==> config.mk <==
export PLATFORM = sky130hd
export DESIGN_NAME = led_pwm_ctrl
export DESIGN_NICKNAME = d
export VERILOG_FILES = /design/src/rtl/led_pwm_ctrl.sv
export SDC_FILE = /design/constraint.sdc
export NUM_CORES = 1
export LEC_CHECK = 0
export CAP_MARGIN = 0
export CORE_MARGIN = 2
export CORE_UTILIZATION = 33
export CTS_CLUSTER_DIAMETER = 80
export DETAILED_ROUTE_END_ITERATION = 8
export SLEW_MARGIN = 20
export SYNTH_ARGS = -nofsm -noshare
export SYNTH_HDL_FRONTEND = slang
export SYNTH_SLANG_ARGS = --single-unit
==> constraint.sdc <==
create_clock -name clk -period 3.05 [get_ports clk]
set_input_delay 0.61 -clock clk [delete_from_list [all_inputs] [get_ports clk]]
set_output_delay 0.61 -clock clk [all_outputs]
set_load 0.03 [all_outputs]
==> src/rtl/led_pwm_ctrl.sv <==
// led_pwm_ctrl: multi-channel PWM LED driver with an Avalon-MM slave register
// interface. A shared prescaler and period counter are compared against
// per-channel duty values. Duty writes land in shadow registers and are copied
// to the active set only at a period wrap (or continuously while disabled), so
// a duty change never cuts a period short.
//
// Optional feature macro: LED_PWM_CTRL_IRQ_EN adds the STATUS register
// (bit0 PEND sticky wrap flag, write-1-to-clear; bit1 IE) and the irq output.
//
// Ports:
//   clk, reset_n          single clock, asynchronous active-low reset
//   address               word address (0 CTRL, 1 PRESCALE, 2 PERIOD, 3 CH_EN,
//                         4 STATUS, 8+n DUTY[n])
//   chipselect, write_n   write when chipselect & ~write_n
//   writedata/readdata    32-bit data; readdata is combinational from address
//   out_port              registered PWM outputs, one per channel
//   irq                   registered PEND & IE (only with LED_PWM_CTRL_IRQ_EN)

// Per-channel slice: duty shadow, active copy and registered output.
module led_pwm_chan #(
  parameter int CNT_W = 8
) (
  input  logic             clk,
  input  logic             reset_n,
  input  logic             wr_duty,
  input  logic [CNT_W-1:0] wdata,
  input  logic             load,
  input  logic             out_en,
  input  logic             inv,
  input  logic [CNT_W-1:0] cnt,
  output logic [CNT_W-1:0] duty,
  output logic             pwm
);
  logic [CNT_W-1:0] active;

  always_ff @(posedge clk or negedge reset_n) begin
    if (!reset_n) begin
      duty   <= '0;
      active <= '0;
      pwm    <= 1'b0;
    end else begin
      if (wr_duty) duty <= wdata;
      // Non-blocking read of duty: a write on a wrap clk transfers the old value.
      if (load) active <= duty;
      pwm <= inv ^ (out_en & (cnt < active));
    end
  end
endmodule

module led_pwm_ctrl #(
  parameter int CHANNELS = 8,
  parameter int CNT_W    = 8,
  parameter int PRESC_W  = 16,
  parameter int ADDR_W   = 4
) (
  input  logic                clk,
  input  logic                reset_n,
  input  logic [ADDR_W-1:0]   address,
  input  logic                chipselect,
  input  logic                write_n,
  input  logic [31:0]         writedata,
  output logic [31:0]         readdata,
  output logic [CHANNELS-1:0] out_port
`ifdef LED_PWM_CTRL_IRQ_EN
  ,
  output logic                irq
`endif
);
  logic                               wr;
  logic                               en, inv;
  logic [PRESC_W-1:0]                 prescale, presc_cnt;
  logic [CNT_W-1:0]                   period, cnt;
  logic [CHANNELS-1:0]                ch_en;
  logic [CHANNELS-1:0][CNT_W-1:0]     duty_sh;
  logic                               tick, wrap, load;
  logic                               unused_ok;

  assign wr        = chipselect & ~write_n;
  assign unused_ok = &{1'b0, writedata};
  // >= compares let a shrunk limit take effect on the very next evaluation.
  assign tick = en & (presc_cnt >= prescale);
  assign wrap = tick & (cnt >= period);
  // While disabled the active copies track the shadows every cycle.
  assign load = ~en | wrap;

  always_ff @(posedge clk or negedge reset_n) begin
    if (!reset_n) begin
      en        <= 1'b0;
      inv       <= 1'b0;
      prescale  <= '0;
      period    <= '0;
      ch_en     <= '0;
      presc_cnt <= '0;
      cnt       <= '0;
    end else begin
      if (wr && address == ADDR_W'(0)) {inv, en} <= writedata[1:0];
      if (wr && address == ADDR_W'(1)) prescale <= writedata[PRESC_W-1:0];
      if (wr && address == ADDR_W'(2)) period   <= writedata[CNT_W-1:0];
      if (wr && address == ADDR_W'(3)) ch_en    <= writedata[CHANNELS-1:0];
      if (!en) begin
        presc_cnt <= '0;
        cnt       <= '0;
      end else if (tick) begin
        presc_cnt <= '0;
        cnt       <= wrap ? '0 : cnt + 1'b1;
      end else begin
        presc_cnt <= presc_cnt + 1'b1;
      end
    end
  end

  for (genvar n = 0; n < CHANNELS; n++) begin : g_ch
    led_pwm_chan #(.CNT_W(CNT_W)) u_ch (
      .clk     (clk),
      .reset_n (reset_n),
      .wr_duty (wr && address == ADDR_W'(8 + n)),
      .wdata   (writedata[CNT_W-1:0]),
      .load    (load),
      .out_en  (en & ch_en[n]),
      .inv     (inv),
      .cnt     (cnt),
      .duty    (duty_sh[n]),
      .pwm     (out_port[n])
    );
  end

`ifdef LED_PWM_CTRL_IRQ_EN
  logic pend, ie, pend_nxt, ie_nxt;

  always_comb begin
    pend_nxt = pend;
    ie_nxt   = ie;
    if (wr && address == ADDR_W'(4)) begin
      if (writedata[0]) pend_nxt = 1'b0;
      ie_nxt = writedata[1];
    end
    // Set after clear so a wrap on the clearing clk keeps PEND.
    if (wrap) pend_nxt = 1'b1;
  end

  // irq registered from next-state so it follows a clear on the same edge.
  always_ff @(posedge clk or negedge reset_n) begin
    if (!reset_n) begin
      pend <= 1'b0;
      ie   <= 1'b0;
      irq  <= 1'b0;
    end else begin
      pend <= pend_nxt;
      ie   <= ie_nxt;
      irq  <= pend_nxt & ie_nxt;
    end
  end
`endif

  always_comb begin
    readdata = '0;
    case (address)
      ADDR_W'(0): readdata = {30'b0, inv, en};
      ADDR_W'(1): readdata = 32'(prescale);
      ADDR_W'(2): readdata = 32'(period);
      ADDR_W'(3): readdata = 32'(ch_en);
`ifdef LED_PWM_CTRL_IRQ_EN
      ADDR_W'(4): readdata = {30'b0, ie, pend};
`endif
      default: begin
        for (int n = 0; n < CHANNELS; n++)
          if (address == ADDR_W'(8 + n)) readdata = 32'(duty_sh[n]);
      end
    endcase
  end
endmodule

## Yosys cells after proc, flatten, opt, wreduce, memory -nomap -nowiden

Cells that the tools add are included.

| storage, ports and cells | value |
|---|---|
| register bits after elaboration | 194 |
| input bits | 40 |
| word-level logic and storage cells | 112 |
| output and inout port bits | 40 |

| cells by class | value |
|---|---|
| order comparisons | 10 |
| bitwise logic cells | 30 |
| mux-type cells | 14 |
| reduce and logical (&&, ||, !) cells | 13 |
| add/subtract/negate cells | 2 |
| equality and inequality tests | 12 |

Operator list:

| operator | number |
|---|---|
| two-way mux 32 bit | 7 |
| case mux 32 bit (4 select lines) | 1 |
| less-than comparator 8 bit | 8 |
| equality test 4 bit, second input constant | 8 |
| two-way mux 16 bit | 2 |
| two-way mux 8 bit | 4 |
| AND 1 bit | 19 |
| adder 16 x 1 -> 16 bit, second input constant | 1 |
| greater-or-equal comparator 16 bit | 1 |
| logical AND 1 bit | 12 |
| adder 8 x 1 -> 8 bit, second input constant | 1 |
| equality test 4 x 2 -> 1 bit, second input constant | 2 |
| greater-or-equal comparator 8 bit | 1 |
| bitwise XOR 1 bit | 8 |
| equality test 4 x 1 -> 1 bit, second input constant | 1 |
| zero test 4 bit | 1 |
| != test 2 x 1 -> 1 bit, second input constant | 1 |
| inverter 1 bit | 2 |
| OR 1 bit | 1 |

## Longest topological paths before layout

Gate-level depths: netlist of the first run.

| depth | value |
|---|---|
| word-level depth | 10 |
| depth in mapped cells | 10 |
| depth with buffers taken out | 8 |

## By module

A second synthesis of the first run with hierarchy kept.

| unflattened totals | value |
|---|---|
| cells, all modules | 966 |
| area total of the unflattened synthesis | 10757.8 µm² |

By module, submodules not included:

| module | area each (µm²) | times used | cells each |
|---|---|---|---|
| led_pwm_chan | 830.8 | 8 | 67 |
| led_pwm_ctrl | 4111.4 | 1 | 430 |

## Worst setup path after synthesis of the first run

Ideal clock, no wire load.

| path | value |
|---|---|
| path type | in2out |
| start | input address[0] |
| end | output readdata[2] |
| arrival time | 2209 ps |
| slack | 231 ps |
| path buffers | 3 |
| stages | 5 |
| cells stage by stage | buf_2 buf_1 clkbuf_1 mux2i_1 o221ai_1 |

| on the way | value |
|---|---|
| longest elaborated chain between the ends | 10 |
| elaborated cells on any way between the ends | 21 |

RTL lines:

| item | RTL line | source |
|---|---|---|
| start: declaration | 58 | `input logic [ADDR_W-1:0] address,` |
| equality test 4 bit | 167 | `if (address == ADDR_W'(8 + n)) readdata = 32'(duty_sh[n]);` |
| two-way mux 8 bit | 167 |  |
| two-way mux 32 bit (7 in series) | 167 |  |
| case mux 32 bit (4 select lines) (*) | 157 | `case (address)` |
| end: declaration | 62 | `output logic [31:0] readdata,` |

Every way passes the cells marked *; elsewhere a longest branch is shown, timed or not.

## Final worst setup path of the first run

| path | value |
|---|---|
| start | input address[1] |
| end | output readdata[6] |

Same word-level chain as after synthesis.

==> flow_summary_export.csv, run 1 <==
group,metric,value,unit
hold_path,hp-class,"input port to asynchronous set/reset pin",
timing,worst_slack,76.3,ps
drt,route.detailed.drc,0,
global_route,grt_antenna_before_repair,0,
power_and_ir_drop,p_leak,5.89,nW
power_and_ir_drop,p_int,0.00588,W
power_and_ir_drop,pwr-share-comb,0.330,
timing,fin_worst_skew,11.8,ps
timing,rsz0062_at_grt,"no",
logic_synthesis,synth_cells,894,
cts,root_buffer,"clkbuf_16",
logic_synthesis,yosys_warnings,0,
cts,cts.htree.levels,4,
setup_path,crit_fanout,17,
setup_path,r2r_slack,170,ps
logic_synthesis,synth_area,10900,µm²
final_layout,final_area,12500,µm²
final_layout,fin_nets,1075,
timing,timing_hold_violations_final,0,
floorplan,start_util,0.334,
power_and_ir_drop,sw_frac_of_total,0.320,
logic_synthesis,netlist-cell-type-count,56,
final_layout,area_delta_synth_final,14.9,%
final_layout,register_area,4850,µm²
setup_path,startpoint_type,"input port",
global_route,gr-usage-all-layers,0.158,
timing,drv_slew,0,
floorplan,die_area,34400,µm²
floorplan,ios,80,
global_route,grt_pass1_wl,40600,µm
timing,tns,0,ps
setup_path,path_class,"input port to primary output",
power_and_ir_drop,ir_worst_vdd,0.000349,V
logic_synthesis,synth_seq_cells,194,
setup_path,crit_start,"address[1]",
cts,cts.sinks,194,
timing,finalSetupViolCount,0,
drt,antenna_left,0,
placed_design,pre_cts_slack,-0.638,ps
final_layout,drive_above_1_share,0.285,
outcome,outcome,"finished, final reports clean",
drt,wire_per_inst,18.4,µm
logic_synthesis,syn_avg_cell_area,12.2,µm²
placed_design,dp_hpwl,18500,µm
logic_synthesis,synth-async-reset-ratio,1.00,
logic_synthesis,synthFlopType,"dfrtp_1",
logic_synthesis,synth_edf_count,0,
placed_design,place_congestion,0.834,
drt,drt_wl_total,25800,µm
global_route,grt_pass1_vias,6871,
cts,cts_tree,"yes",
timing,fmax,336,MHz
setup_path,crit_path_end,"readdata[6]",
cts,path_clk_slew,70,ps
global_route,grt_max_degree,62,
drt,vias_per_cell,4.84,
placed_design,place.port_buffers,47,
power_and_ir_drop,pwr-share-seq,0.423,
final_layout,multiInputGateArea,5320,µm²
cts,clock_latency,430,ps
floorplan,die_y,186,µm
setup_path,cp-end-kind,"primary output",
timing,min_period,2970,ps
setup_path,r2r_start,"period[0]",
drt,dr.pass1.iters,4,
setup_path,crit_required,2440,ps
timing,tightest_slew,808,ps
placed_design,dpl-instance-area,11900,µm²
power_and_ir_drop,p_per_area,691,nW/µm²
global_route,grt_overflow,0,
cts,cts_hold_buf,0,
power_and_ir_drop,power.switching,0.00276,W
drt,initialDrtViolationCount,446,
floorplan,fp.dieW,186,µm
cts,cts-buffers-inserted,17,
drt,vias,6812,
setup_path,reg2reg_to,"g_ch[4].u_ch.active[1]",
job,drv_cap,0,
power_and_ir_drop,p_clk_frac,0.247,
floorplan,core,32500,µm²
timing,period_share,0.975,
cts,clockBufferDepth,2,
timing,slew_headroom,0.459,
logic_synthesis,yosysSeqAreaShare,0.446,
final_layout,nFillCells,3144,
setup_path,reg2reg_depth,8,
final_layout,diodes,0,
floorplan,num_rows,66,
setup_path,worstPathArrival,2360,ps
## timing repair
| action | 4_1_cts | 5_1_grt |
|---|---|---|
| buffers inserted | 0 | 0 |
| setup endpoints to repair | 0 | 3 |
| gates resized for setup | 0 | 3 |
## metal layers
| metal | up-vias | wire [µm] | global-route usage |
|---|---|---|---|
| met1 | 3437 | 12100 | 0.226 |
| li1 | 3231 | - | - |
| met5 | - | 0 | 0 |
| met3 | 13 | 1500 | 0.0338 |
| met4 | 0 | 299 | 0.0328 |
| met2 | 131 | 12000 | 0.246 |
## power groups by stage
stage,Clock [W],Combinational [W],Sequential [W]
after floorplan,0,0.00226,0.00355
after global placement,0,0.00282,0.00369
after detailed placement,0,0.00287,0.00371
after CTS,0.00217,0.00289,0.00366
after global routing,0.00229,0.00315,0.00375
final,0.00213,0.00285,0.00366
## through the flow
step	power (W)	std cells	hold slack (ps)	util
floorplan	0.00581	909	314	-
global placement	0.00651	1376	487	0.367
detailed placement	0.00658	1376	492	0.367
CTS	0.00872	1407	181	0.384
global route	0.00919	1407	185	0.384
finish	0.00864	1407	157	0.384
## cell usage after synthesis, types with 4 or more instances
cell | n | area (µm²)
xor2_1 | 10 | 87.6
nor3_1 | 12 | 60.1
o31ai_1 | 8 | 60.1
nor2b_1 | 10 | 62.6
buf_2 | 6 | 30.0
nor2_1 | 36 | 135
xnor2_1 | 11 | 96.3
mux2_2 | 97 | 1090
nand2_1 | 42 | 158
mux2i_1 | 10 | 100
mux2_4 | 64 | 961
clkbuf_1 | 21 | 78.8
dfrtp_1 | 194 | 4850
a22oi_1 | 6 | 45.0
a211oi_1 | 15 | 113
nor4_1 | 8 | 50.1
and3_1 | 5 | 31.3
inv_1 | 85 | 319
mux4_2 | 14 | 315
nand4_1 | 4 | 25.0
a21oi_1 | 12 | 60.1
a22o_1 | 4 | 35.0
nand3_1 | 15 | 75.1
nand2b_1 | 12 | 75.1
o21ai_0 | 26 | 130
buf_4 | 24 | 180
buf_12 | 6 | 120
nand4b_1 | 9 | 78.8
o21a_1 | 4 | 30.0
ha_1 | 82 | 1030
o22ai_1 | 4 | 25.0
## worst max-delay path: stages
cell and delay, ps:
clkdlybuf4s50_1 510, buf_12 180, buf_4 210, mux4_2 330
mux2i_1 190, o22ai_1 140, buf_12 170
## logic make-up after synthesis
kind of cell	Yosys count	synth area share
simple gates	167	0.0823
compound gates	94	0.0601
other cells	1	0.000345
xor+xnor	21	0.0169
mux	187	0.229
flops	194	0.446
fa+ha+maj	82	0.0943
buf+inv	148	0.0711
## registers in the layout (all words and copies together) (netlist names)
signal and flops:
period 8, g_ch.u_ch.pwm 8, g_ch.u_ch.duty 64, en 1, ch_en 8, presc_cnt 16
cnt 8, prescale 16, inv 1, g_ch.u_ch.active 64
## cell type report
type	count	share of cell area
inverter	86	0.0258
multi-input combinational	567	0.425
tap	442	0.0442
sequential	194	0.388
clock buffer	22	0.0387
timing repair buffer	87	0.0723
clock inverter	9	0.00600
## cell usage in the layout, fill, tap and decap left out, drive strengths merged, types with 10 or more instances in the layout
master,instances
clkbuf,23
nor3,13
mux2i,10
nand2b,13
clkdlybuf4s50,29
conb,16
mux4,14
a211oi,15
dfrtp,194
nand3,15
nand2,43
xor2,10
nor2b,11
nor2,36
inv,87
buf,57
o21ai,26
xnor2,11
a21oi,12
ha,82
mux2,163
## how the worst min path moves through the flow
stage	start	end	slack, ps
global route	reset_n	g_ch[2].u_ch.active[0]	180
CTS	reset_n	g_ch[2].u_ch.active[0]	180
floorplan	reset_n	ch_en[0]	310
finish	reset_n	g_ch[2].u_ch.active[0]	160
global placement	prescale[2]	prescale[2]	490
detailed placement	g_ch[4].u_ch.active[7]	g_ch[4].u_ch.active[7]	490
(Power assumes the default switching activity.)
==> run 2, diff against run 1 <==
--- a/config.mk
+++ b/config.mk
@@ -8,8 +8,10 @@
 export CAP_MARGIN = 0
 export CORE_MARGIN = 2
 export CORE_UTILIZATION = 33
+export CTS_BUF_LIST = sky130_fd_sc_hd__clkbuf_4 sky130_fd_sc_hd__clkbuf_8 sky130_fd_sc_hd__clkbuf_16
 export CTS_CLUSTER_DIAMETER = 80
 export DETAILED_ROUTE_END_ITERATION = 8
+export GPL_TIMING_DRIVEN = 0
 export SLEW_MARGIN = 20
 export SYNTH_ARGS = -nofsm -noshare
 export SYNTH_HDL_FRONTEND = slang
==> flow_summary_export.csv, run 2 (same netlist as run 1, synthesis figures left out) <==
group,metric,value,unit
final_layout,drive_above_1_share,0.294,
final_layout,area_delta_synth_final,16.3,%
setup_path,critical_path.cell_chain,"clkdlybuf4s50_1, buf_4, buf_4, nand3_1, o211ai_1, o221ai_1, buf_2",
setup_path,reg2reg_depth,10,
job,drv_cap,0,
drt,dr.pass1.iters,4,
global_route,grt_max_degree,89,
cts,clock_latency,450,ps
final_layout,post-route-util,0.389,
final_layout,nFillCells,3154,
placed_design,dp_hpwl,19800,µm
final_layout,mostFrequentLayoutCells,"dfrtp_1, mux2_2, inv_1",
drt,vias,7014,
timing,tightest_slew,1030,ps
global_route,grt_pass1_wl,42400,µm
drt,route.detailed.drc,0,
cts,cts_hold_buf,0,
cts,cts_tree,"yes",
floorplan,start_util,0.334,
timing,finalSetupViolCount,0,
timing,drv_slew,0,
timing,timing_hold_violations_final,0,
power_and_ir_drop,ir_worst_vdd,0.000371,V
setup_path,timing.critical_path.mode_cell,"buf_4",
timing,fmax,333,MHz
setup_path,crit_required,2440,ps
global_route,grt_overflow,0,
drt,wire_per_inst,19.0,µm
setup_path,worstPathArrival,2390,ps
timing,min_period,3000,ps
setup_path,crit_fanout,10,
hold_path,hp-class,"input port to asynchronous set/reset pin",
setup_path,cp-end-kind,"primary output",
drt,drt_wl_total,27100,µm
setup_path,crit_path_end,"readdata[5]",
setup_path,slowest_stage,"clkdlybuf4s50_1",
global_route,grt_antenna_before_repair,0,
drt,initialDrtViolationCount,431,
final_layout,layout_commonest_cell,"dfrtp_1",
setup_path,reg2reg_to,"g_ch[4].u_ch.active[6]",
cts,cts_setup_buffers,0,
setup_path,startpoint_type,"input port",
setup_path,critPathBufInv,4,
timing,slew_headroom,0.314,
placed_design,place.port_buffers,45,
cts,root_buffer,"clkbuf_16",
setup_path,cp_slowest_stage_delay,560,ps
global_route,gr-usage-all-layers,0.166,
outcome,outcome,"finished, final reports clean",
power_and_ir_drop,p_leak,5.95,nW
global_route,grt_pass1_vias,7047,
drt,vias_per_cell,4.91,
floorplan,num_rows,66,
cts,path_clk_slew,70,ps
final_layout,fin_nets,1095,
cts,cts-buffers-inserted,17,
cts,clockBufferDepth,2,
cts,cts.sinks,194,
final_layout,top_regs,"g_ch.u_ch.active: 64 flops, g_ch.u_ch.duty: 64 flops",
setup_path,crit_start,"address[2]",
floorplan,fp.dieW,186,µm
timing,rsz0062_at_grt,"no",
floorplan,die_y,186,µm
placed_design,place_congestion,0.851,
setup_path,cpLargestDelayFamily,"buffers and inverters",
setup_path,r2r_slack,120,ps
setup_path,path_depth,7,
timing,period_share,0.984,
power_and_ir_drop,p_per_area,703,nW/µm²
cts,cts.htree.levels,4,
timing,fin_worst_skew,15.6,ps
timing,tns,0,ps
setup_path,path_class,"input port to primary output",
setup_path,r2r_start,"cnt[0]",
final_layout,diodes,0,
floorplan,core,32500,µm²
floorplan,ios,80,
floorplan,die_area,34400,µm²
drt,antenna_left,0,
run 2: cell types whose count changed in the layout (fill, tap and decap cells not counted), sizes merged:
| cell | change |
|---|---|
| clkinvlp | -2 |
| inv | +6 |
| bufinv | +1 |
| clkbuf | +11 |
| dlygate4sd2 | +3 |
| clkinv | +1 |
| clkdlybuf4s50 | -2 |
| buf | -8 |
| clkdlybuf4s15 | +11 |
run 2: area by class of cell:
type / instances / area [µm²] / share of cell area
Multi-Input combinational cell: 567 / 5340 / 0.422
Sequential cell: 194 / 4860 / 0.384
Tap cell: 442 / 553 / 0.0437
Timing Repair Buffer: 47 / 505 / 0.0399
Buffer: 60 / 490 / 0.0387
Clock buffer: 17 / 425 / 0.0336
Inverter: 86 / 323 / 0.0255
Clock inverter: 15 / 170 / 0.0134
run 2: through the flow:
| step | hold WS [ps] | instances | cell area, µm² | worst slack (ps) | total power [W] |
|---|---|---|---|---|---|
| 2_1_floorplan | 314 | 909 | 10900 | 231 | 0.00581 |
| 3_3_place_gp | 487 | 1396 | 11900 | -7020 | 0.00657 |
| 3_5_place_dp | 493 | 1398 | 12000 | -1520 | 0.00667 |
| 4_1_cts | 62.8 | 1428 | 12600 | 5.27 | 0.00896 |
| 5_1_grt | 72.1 | 1428 | 12700 | 0.166 | 0.00942 |
| 6_report | 53.7 | 1428 | 12700 | 49.0 | 0.00890 |
run 2: worst min-delay path by stage:
stage	cells past startpoint	to	slack, ps
after floorplan	0	ch_en[0]	310
after global placement	1	prescale[8]	490
after detailed placement	1	g_ch[5].u_ch.active[2]	490
after CTS	1	g_ch[2].u_ch.duty[3]	60
after global routing	1	g_ch[2].u_ch.duty[3]	70
final	1	g_ch[2].u_ch.duty[3]	50
run 2: routing by layer:
layer	vias to the layer above	GRT usage	wire length, µm
li1	3274	-	-
met1	3579	0.234	12900
met2	143	0.271	13000
met3	18	0.0233	1070
met4	0	0.0403	189
met5	-	0	0
run 2: repair_timing:
item | CTS | global route
pin swaps | 0 | 0
resized for setup | 79 | 13
endpoints found under the setup margin | 86 | 13
gates cloned | 0 | 0
endpoints found under the hold margin | 0 | 0
run 2: power breakdown:
part | internal, W | switching, W
combinational | 0.00157 | 0.00133
clock | 0.00117 | 0.00112
sequential | 0.00322 | 0.000491
total | 0.00596 | 0.00294
run 2: worst reg2reg max path: cells and delay by family (launching register included):
kind,cells,cell delay (ps)
compound gates,1,330
flops,1,360
buf+inv,3,560
mux,1,310
simple gates,4,970
fa+ha+maj,1,280
